[src/rtl/shift_pla_pkg.sv]
// Shared types, default geometry and a one-lane reference model for the
// shift-only tanh/sigmoid pipeline.
package shift_pla_pkg;

    typedef enum logic {
        ACT_TANH    = 1'b0,
        ACT_SIGMOID = 1'b1
    } act_mode_e;

    localparam int LATENCY       = 3;
    localparam int DEF_W_IN      = 8;
    localparam int DEF_IN_I      = 3;
    localparam int DEF_W_OUT     = 8;
    localparam int DEF_LANES     = 4;
    localparam int DEF_SAT_SHIFT = 6;
    localparam int DEF_CNT_W     = 16;

    typedef struct packed {
        logic [DEF_W_OUT-1:0] y;
        logic                 sat;
    } lane_ref_t;

    // Integer model of one lane at the default geometry.
    function automatic lane_ref_t lane_ref(input logic [DEF_W_IN-1:0] x, input act_mode_e mode);
        lane_ref_t res;
        int f, of, xs, a, t, m, rf, r, y, v, o;
        logic s;
        f  = DEF_W_IN - DEF_IN_I;
        of = DEF_W_OUT - 1;
        s  = x[DEF_W_IN-1];
        xs = int'(signed'(x));
        a  = s ? -xs : xs;
        t  = (mode == ACT_TANH) ? 2 * a : a;
        m  = t >> f;
        rf = t % (1 << f);
        r  = (of >= f) ? (rf << (of - f)) : (rf >> (f - of));
        y  = (1 << of) - ((1 << of) >> m) + (r >> (m + 1));
        res.sat = (m >= DEF_SAT_SHIFT);
        v  = s ? -y : y;
        if (mode == ACT_TANH)
            o = res.sat ? (s ? -(1 << of) : (1 << of) - 1) : v;
        else
            o = res.sat ? (s ? 0 : (1 << of) - 1) : (1 << (of - 1)) + (v >>> 1);
        res.y = o[DEF_W_OUT-1:0];
        return res;
    endfunction

endpackage

[src/rtl/shift_pla_pipe_lane.sv]
// One lane of the piecewise-linear activation: three register stages sharing
// a single enable, no multipliers.
module shift_pla_lane
    import shift_pla_pkg::*;
#(
    parameter int W_IN      = DEF_W_IN,
    parameter int IN_I      = DEF_IN_I,
    parameter int W_OUT     = DEF_W_OUT,
    parameter int SAT_SHIFT = DEF_SAT_SHIFT
) (
    input  logic             clock,
    input  logic             reset,
    input  logic             en_i,
    input  act_mode_e        mode_s1_i,
    input  act_mode_e        mode_s3_i,
    input  logic [W_IN-1:0]  x_i,
    output logic [W_OUT-1:0] y_o,
    output logic             sat_o
);
    localparam int F  = W_IN - IN_I;
    localparam int OF = W_OUT - 1;
    localparam int TW = W_IN + 1;
    localparam int MW = TW - F;

    localparam logic [OF:0]      Y_ONE   = {1'b1, {OF{1'b0}}};
    localparam logic [W_OUT-1:0] POS_MAX = {1'b0, {OF{1'b1}}};
    localparam logic [W_OUT-1:0] NEG_ONE = {1'b1, {OF{1'b0}}};
    localparam logic [W_OUT-1:0] HALF    = {2'b01, {(OF-1){1'b0}}};

    logic [W_IN-1:0]  abs_x;
    logic [TW-1:0]    t;
    logic             s1_sign_d, s1_sign_q;
    logic [MW-1:0]    s1_m_d, s1_m_q;
    logic [OF-1:0]    s1_r_d, s1_r_q;
    logic             s2_sign_d, s2_sign_q;
    logic             s2_sat_d, s2_sat_q;
    logic [OF:0]      s2_y_d, s2_y_q;
    logic [W_OUT-1:0] y_signed;
    logic [W_OUT-1:0] y3_d, y3_q;
    logic             sat3_d, sat3_q;

    // Stage 1: magnitude (-2^(W_IN-1) maps to 2^(W_IN-1) as unsigned), scale, split into m and r
    always_comb begin
        s1_sign_d = x_i[W_IN-1];
        abs_x     = s1_sign_d ? -x_i : x_i;
        t         = (mode_s1_i == ACT_TANH) ? {abs_x, 1'b0} : {1'b0, abs_x};
        s1_m_d    = t[TW-1:F];
        s1_r_d    = OF'({t[F-1:0], {OF{1'b0}}} >> F);
    end

    // Stage 2: y = 1 - 2^-m + r*2^-(m+1), built from shifts only
    always_comb begin
        s2_sign_d = s1_sign_q;
        s2_sat_d  = (int'(s1_m_q) >= SAT_SHIFT);
        s2_y_d    = Y_ONE - (Y_ONE >> s1_m_q) + (({1'b0, s1_r_q} >> s1_m_q) >> 1);
    end

    // Stage 3: apply sign and, for sigmoid, fold into 0.5 + y/2
    always_comb begin
        y_signed = s2_sign_q ? -s2_y_q : s2_y_q;
        y3_d     = y_signed;
        sat3_d   = s2_sat_q;
        if (mode_s3_i == ACT_TANH) begin
            if (s2_sat_q) y3_d = s2_sign_q ? NEG_ONE : POS_MAX;
        end else begin
            if (s2_sat_q) y3_d = s2_sign_q ? '0 : POS_MAX;
            else          y3_d = HALF + {y_signed[W_OUT-1], y_signed[W_OUT-1:1]};
        end
    end

    // Pipeline registers, all frozen together when the shared enable is low
    always_ff @(posedge clock) begin
        if (reset) begin
            s1_sign_q <= 1'b0;
            s1_m_q    <= '0;
            s1_r_q    <= '0;
            s2_sign_q <= 1'b0;
            s2_sat_q  <= 1'b0;
            s2_y_q    <= '0;
            y3_q      <= '0;
            sat3_q    <= 1'b0;
        end else if (en_i) begin
            s1_sign_q <= s1_sign_d;
            s1_m_q    <= s1_m_d;
            s1_r_q    <= s1_r_d;
            s2_sign_q <= s2_sign_d;
            s2_sat_q  <= s2_sat_d;
            s2_y_q    <= s2_y_d;
            y3_q      <= y3_d;
            sat3_q    <= sat3_d;
        end
    end

    assign y_o   = y3_q;
    assign sat_o = sat3_q;

endmodule

[src/rtl/shift_pla_pipe.sv]
// Multi-lane streaming tanh/sigmoid unit: valid/mode pipeline, handshake and
// saturation event counter around LANES copies of the lane datapath.
module shift_pla_pipe
    import shift_pla_pkg::*;
#(
    parameter int W_IN      = DEF_W_IN,
    parameter int IN_I      = DEF_IN_I,
    parameter int W_OUT     = DEF_W_OUT,
    parameter int LANES     = DEF_LANES,
    parameter int SAT_SHIFT = DEF_SAT_SHIFT,
    parameter int CNT_W     = DEF_CNT_W
) (
    input  logic                   clock,
    input  logic                   reset,
    input  logic                   in_valid,
    output logic                   in_ready,
    input  logic                   in_mode,
    input  logic [LANES*W_IN-1:0]  in_data,
    output logic                   out_valid,
    input  logic                   out_ready,
    output logic [LANES*W_OUT-1:0] out_data,
    output logic [CNT_W-1:0]       sat_count,
    input  logic                   cnt_clear
);
    logic             en;
    logic             v1_d, v1_q, v2_d, v2_q, v3_d, v3_q;
    act_mode_e        mode1_d, mode1_q, mode2_d, mode2_q;
    logic [LANES-1:0] lane_sat;
    logic [CNT_W:0]   cnt_sum;
    logic [CNT_W-1:0] cnt_d, cnt_q;

    // The whole pipe advances only when the output slot is free or being drained
    assign en        = !v3_q || out_ready;
    assign in_ready  = en;
    assign out_valid = v3_q;
    assign sat_count = cnt_q;

    for (genvar k = 0; k < LANES; k++) begin : g_lane
        shift_pla_lane #(
            .W_IN      (W_IN),
            .IN_I      (IN_I),
            .W_OUT     (W_OUT),
            .SAT_SHIFT (SAT_SHIFT)
        ) u_lane (
            .clock     (clock),
            .reset     (reset),
            .en_i      (en),
            .mode_s1_i (act_mode_e'(in_mode)),
            .mode_s3_i (mode2_q),
            .x_i       (in_data[k*W_IN +: W_IN]),
            .y_o       (out_data[k*W_OUT +: W_OUT]),
            .sat_o     (lane_sat[k])
        );
    end

    // Valid and mode travel alongside the lane data; mode2 steers stage 3
    always_comb begin
        v1_d    = v1_q;
        v2_d    = v2_q;
        v3_d    = v3_q;
        mode1_d = mode1_q;
        mode2_d = mode2_q;
        if (en) begin
            v1_d    = in_valid;
            v2_d    = v1_q;
            v3_d    = v2_q;
            mode1_d = act_mode_e'(in_mode);
            mode2_d = mode1_q;
        end
    end

    // Saturation counter: add saturated lanes of each emitted beat, clamp at all-ones, clear wins
    always_comb begin
        cnt_sum = {1'b0, cnt_q};
        for (int k = 0; k < LANES; k++)
            cnt_sum = cnt_sum + {{CNT_W{1'b0}}, lane_sat[k]};
        cnt_d = cnt_q;
        if (cnt_clear)
            cnt_d = '0;
        else if (v3_q && out_ready)
            cnt_d = cnt_sum[CNT_W] ? '1 : cnt_sum[CNT_W-1:0];
    end

    // Control state registers
    always_ff @(posedge clock) begin
        if (reset) begin
            v1_q    <= 1'b0;
            v2_q    <= 1'b0;
            v3_q    <= 1'b0;
            mode1_q <= ACT_TANH;
            mode2_q <= ACT_TANH;
            cnt_q   <= '0;
        end else begin
            v1_q    <= v1_d;
            v2_q    <= v2_d;
            v3_q    <= v3_d;
            mode1_q <= mode1_d;
            mode2_q <= mode2_d;
            cnt_q   <= cnt_d;
        end
    end

endmodule

[config.mk]
export PLATFORM = sky130hd
export DESIGN_NAME = shift_pla_pipe
export DESIGN_NICKNAME = d
export VERILOG_FILES = /design/src/rtl/shift_pla_pkg.sv /design/src/rtl/shift_pla_pipe_lane.sv /design/src/rtl/shift_pla_pipe.sv
export SDC_FILE = /design/constraint.sdc
export NUM_CORES = 1
export LEC_CHECK = 0
export BUFFER_PORTS_ARGS = -buffer_cell sky130_fd_sc_hd__buf_2
export CAP_MARGIN = 40
export CELL_PAD_IN_SITES_DETAIL_PLACEMENT = 0
export CELL_PAD_IN_SITES_GLOBAL_PLACEMENT = 2
export CORE_UTILIZATION = 37
export DETAILED_ROUTE_END_ITERATION = 6
export PLACE_DENSITY_LB_ADDON = 0.15
export SLEW_MARGIN = 20
export SYNTH_ARGS = -nofsm -noshare
export SYNTH_HDL_FRONTEND = slang
export SYNTH_SLANG_ARGS = --single-unit
[constraint.sdc]
create_clock -name clock -period 4.7 [get_ports clock]
set_input_delay 0.235 -clock clock [delete_from_list [all_inputs] [get_ports clock]]
set_output_delay 0.235 -clock clock [all_outputs]
set_load 0.01 [all_outputs]
==> results.tsv <==
stage	metric	value	unit
routing	wl_per_cell	16.0	µm
synthesis	synth_top_area_share	0.307	
pwr	power.total	3.71	mW
placement	dp_hpwl	17300	µm
routing	route.detailed.drc	0	
sta	worst_pin_slew	0.620	ns
global_route	antenna_found_initial	0	
clock_tree	clk_path_buf_depth	2	
outcome	outcome	completed	
synthesis	synth_edf_count	0	
critical_path	critPathKind	reg2reg	
sta	fmax	0.314	GHz
critical_path	arrival	3.50	ns
critical_path	crit_path_end_kind	flip-flop	
routing	vias	8255	
sta	setup_viol	0	
routing	wirelength	24300	µm
sta	hold_viol	0	
synthesis	ys.flop_type	dfxtp_1	
placement	portBuffers	87	
global_route	grt_use_total	0.201	
floorplanning	row_count	56	
critical_path	path_buf_inv	1	
critical_path	worstPathCellList	mux2_2 > a22oi_1 > nor3_1 > a221oi_1 > inv_1 > ha_1 > nor2b_1 > o31ai_1 > a21oi_1 > nor4b_1 > a311o_1	
pwr	p_leak	4.08	nW
pwr	vdd_ir_drop_max	0.000241	V
sta	final.setup_skew	0.0123	ns
floorplanning	die_w	157	µm
layout	num_antenna_cells	0	
layout	drive_above_1_share	0.146	
synthesis	avgSynthCellArea	7.76	µm²
synthesis	ys_types	76	
synthesis	synthArstFlopShare	0	
sta	hold_ws	0.0589	ns
synthesis	yosys_warnings	0	
clock_tree	cts_tree	done	
sta	finalSetupTns	0	ns
critical_path	slowest_delay	0.63	ns
layout	multiInputGateArea	5710	µm²
clock_tree	cts_root_buffer	clkbuf_16	
clock_tree	clock_latency	0.43	ns
clock_tree	numCtsBuffers	17	
routing	drtAntennaViolNets	0	
min_path	hold_path.class	in2reg	
sta	finalMaxSlewViolations	0	
clock_tree	clkSlewWorstSetupHoldPaths	0.06	ns
critical_path	path_delay_family	compound AO/OA/AOI/OAI gates	
pwr	switchingPower	1.25	mW
synthesis	syn_area	8930	µm²
routing	via_per_inst	5.42	
synthesis	syn_inst	1151	
clock_tree	cts_setup_buffers	0	
synthesis	ys_top_cells_by_area	dfxtp_1, a21oi_1, nand2_1	
pwr	switching_share	0.335	
layout	syn2layout_area_growth	13.8	%
pwr	p_int	2.47	mW
floorplanning	io_pins	88	
pwr	seq_power_share	0.388	
layout	regArea	2740	µm²
floorplanning	die_height	157	µm
synthesis	synth_seq_area_share	0.307	
layout	nets	1269	
critical_path	cp_slowest_cell	dfxtp_1	
clock_tree	cts_htree_levels	4	
clock_tree	numClockSinks	137	
global_route	grt-ovfl-total	0	
synthesis	netlist.top_cell.by_area	dfxtp_1	
pwr	clock_power_share	0.361	
sta	max-slew-margin-rel	0.587	
routing	dr.pass1.iters	5	
pwr	combinationalPowerShare	0.251	
global_route	grt_pass1_wl	39900	µm
floorplanning	initial_core_util	0.379	
job	maxCapViolations	0	
critical_path	start_kind	flip-flop	
sta	layout_min_cycle_time	3.19	ns
routing	drtIter0Drc	454	
pwr	p_per_area	365	nW/µm²
sta	rsz0062_at_grt	false	
clock_tree	hold_buffers	0	
layout	n_fill_cell	2461	
synthesis	ys_ff_latch	137	
floorplanning	core-area	23500	µm²
placement	place.gp.congestion	0.795	
critical_path	required	5.01	ns
floorplanning	die-area	24800	µm²
global_route	grt_pass1_vias	7672	
global_route	grt_max_degree	55	
clock_tree	postCtsResizedCells	0	
sta	min_period_over_period	0.678	
synthesis	syn_nets	1229	
critical_path	worstPathMaxFanout	15	
-- state kept, by name, summed over array words and instances, names as in the netlist --
name,flops
g_lane.u_lane.s2_sat_q,4
g_lane.u_lane.y_o,32
g_lane.u_lane.s2_y_q,32
sat_count,16
g_lane.u_lane.s1_m_q,16
out_valid,1
g_lane.u_lane.s1_sign_q,4
g_lane.u_lane.sat_o,4
v1_q,1
v2_q,1
mode2_q,1
g_lane.u_lane.s1_r_q,20
g_lane.u_lane.s2_sign_q,4
mode1_q,1
-- final timing paths --
| kind | from | endpoint | slack, ns | depth (start not counted) |
|---|---|---|---|---|
| min | in_valid | v1_q$_SDFFE_PP0P_ | 0.06 | 3 |
| max | g_lane[0].u_lane.s1_m_q[1]$_SDFFE_PP0P_ | g_lane[0].u_lane.s2_y_q[5]$_SDFFE_PP0P_ | 1.51 | 11 |
| max reg2reg | g_lane[0].u_lane.s1_m_q[1]$_SDFFE_PP0P_ | g_lane[0].u_lane.s2_y_q[5]$_SDFFE_PP0P_ | 1.51 | 11 |
| min reg2reg | g_lane[0].u_lane.y_o[0]$_SDFFE_PP0P_ | g_lane[0].u_lane.y_o[0]$_SDFFE_PP0P_ | 0.45 | 2 |
-- cell type report --
cell class | count | area share
Clock buffer | 17 | 0.0419
Clock inverter | 15 | 0.0155
Inverter | 41 | 0.0153
Multi-Input combinational cell | 893 | 0.562
Sequential cell | 137 | 0.270
Tap cell | 319 | 0.0393
Timing Repair Buffer | 101 | 0.0566
-- kinds of logic (layout without fill, tap and decap cells) --
logic type,after synthesis,in the layout,share of synthesized area
AO/OA/AOI/OAI,351,351,0.262
XOR/XNOR,31,31,0.0304
adder cells (fa/ha/maj),40,40,0.0619
buffers and inverters,121,174,0.0549
flip-flops,137,137,0.307
multiplexers,45,45,0.0521
AND/OR/NAND/NOR,426,426,0.232
-- Yosys cell counts, types with 10 or more instances --
| cell | instances |
|---|---|
| o22ai_1 | 20 |
| xnor2_1 | 14 |
| a21oi_1 | 100 |
| a31oi_1 | 15 |
| nor3_1 | 34 |
| nand3_1 | 35 |
| mux2_2 | 12 |
| dfxtp_1 | 137 |
| and3_1 | 14 |
| clkbuf_1 | 51 |
| o31ai_1 | 13 |
| ha_1 | 33 |
| xor2_1 | 17 |
| inv_1 | 41 |
| nand2b_1 | 14 |
| nor2_1 | 108 |
| a21o_1 | 10 |
| buf_1 | 16 |
| nand2_1 | 130 |
| nor2b_1 | 27 |
| mux2i_1 | 33 |
| a211oi_1 | 36 |
| o21ai_0 | 49 |
-- worst register-to-register path: stages, from the launching register on --
cell and delay [ns]:
dfxtp_1 0.63, mux2_2 0.40, a22oi_1 0.14, nor3_1 0.06, a221oi_1 0.38, inv_1 0.08, ha_1 0.28, nor2b_1 0.14
o31ai_1 0.28, a21oi_1 0.18, nor4b_1 0.17, a311o_1 0.33
-- layer usage --
| layer | track usage | wire length, µm | vias to the layer above |
|---|---|---|---|
| met2 | 0.317 | 10700 | 124 |
| li1 | - | - | 4286 |
| met4 | 0.0624 | 320 | 0 |
| met1 | 0.282 | 12700 | 3827 |
| met5 | 0 | 0 | - |
| met3 | 0.0270 | 555 | 18 |
-- power groups by stage --
stage	Combinational [mW]	Sequential, mW	Clock, mW
3_5_place_dp	0.928	1.47	0
2_1_floorplan	0.721	1.41	0
5_1_grt	1.06	1.46	1.42
4_1_cts	0.932	1.44	1.37
6_report	0.932	1.44	1.34
3_3_place_gp	0.922	1.47	0
-- layout by cell type, fill, tap and decap left out, types with 15 or more instances in the layout --
master and n:
nor3_1 34, a21oi_1 100, buf_2 87, xor2_1 17, nand3_1 35, ha_1 33
mux2i_1 33, inv_1 40, nor2b_1 26, clkbuf_16 17, nor2_1 107, o22ai_1 20
o21ai_0 49, a31oi_1 15, dfxtp_1 137, nand2_1 130, a211oi_1 36
-- per-stage QoR --
| step | setup slack [ns] | util | cells | cell area, µm² |
|---|---|---|---|---|
| 2_1_floorplan | 2.00 | - | 1151 | 8930 |
| 3_3_place_gp | 1.53 | 0.404 | 1487 | 9520 |
| 3_5_place_dp | 1.50 | 0.406 | 1489 | 9550 |
| 4_1_cts | 1.50 | 0.430 | 1521 | 10100 |
| 5_1_grt | 1.20 | 0.432 | 1523 | 10200 |
| 6_report | 1.51 | 0.432 | 1523 | 10200 |
Power figures use the tool's default switching activity.
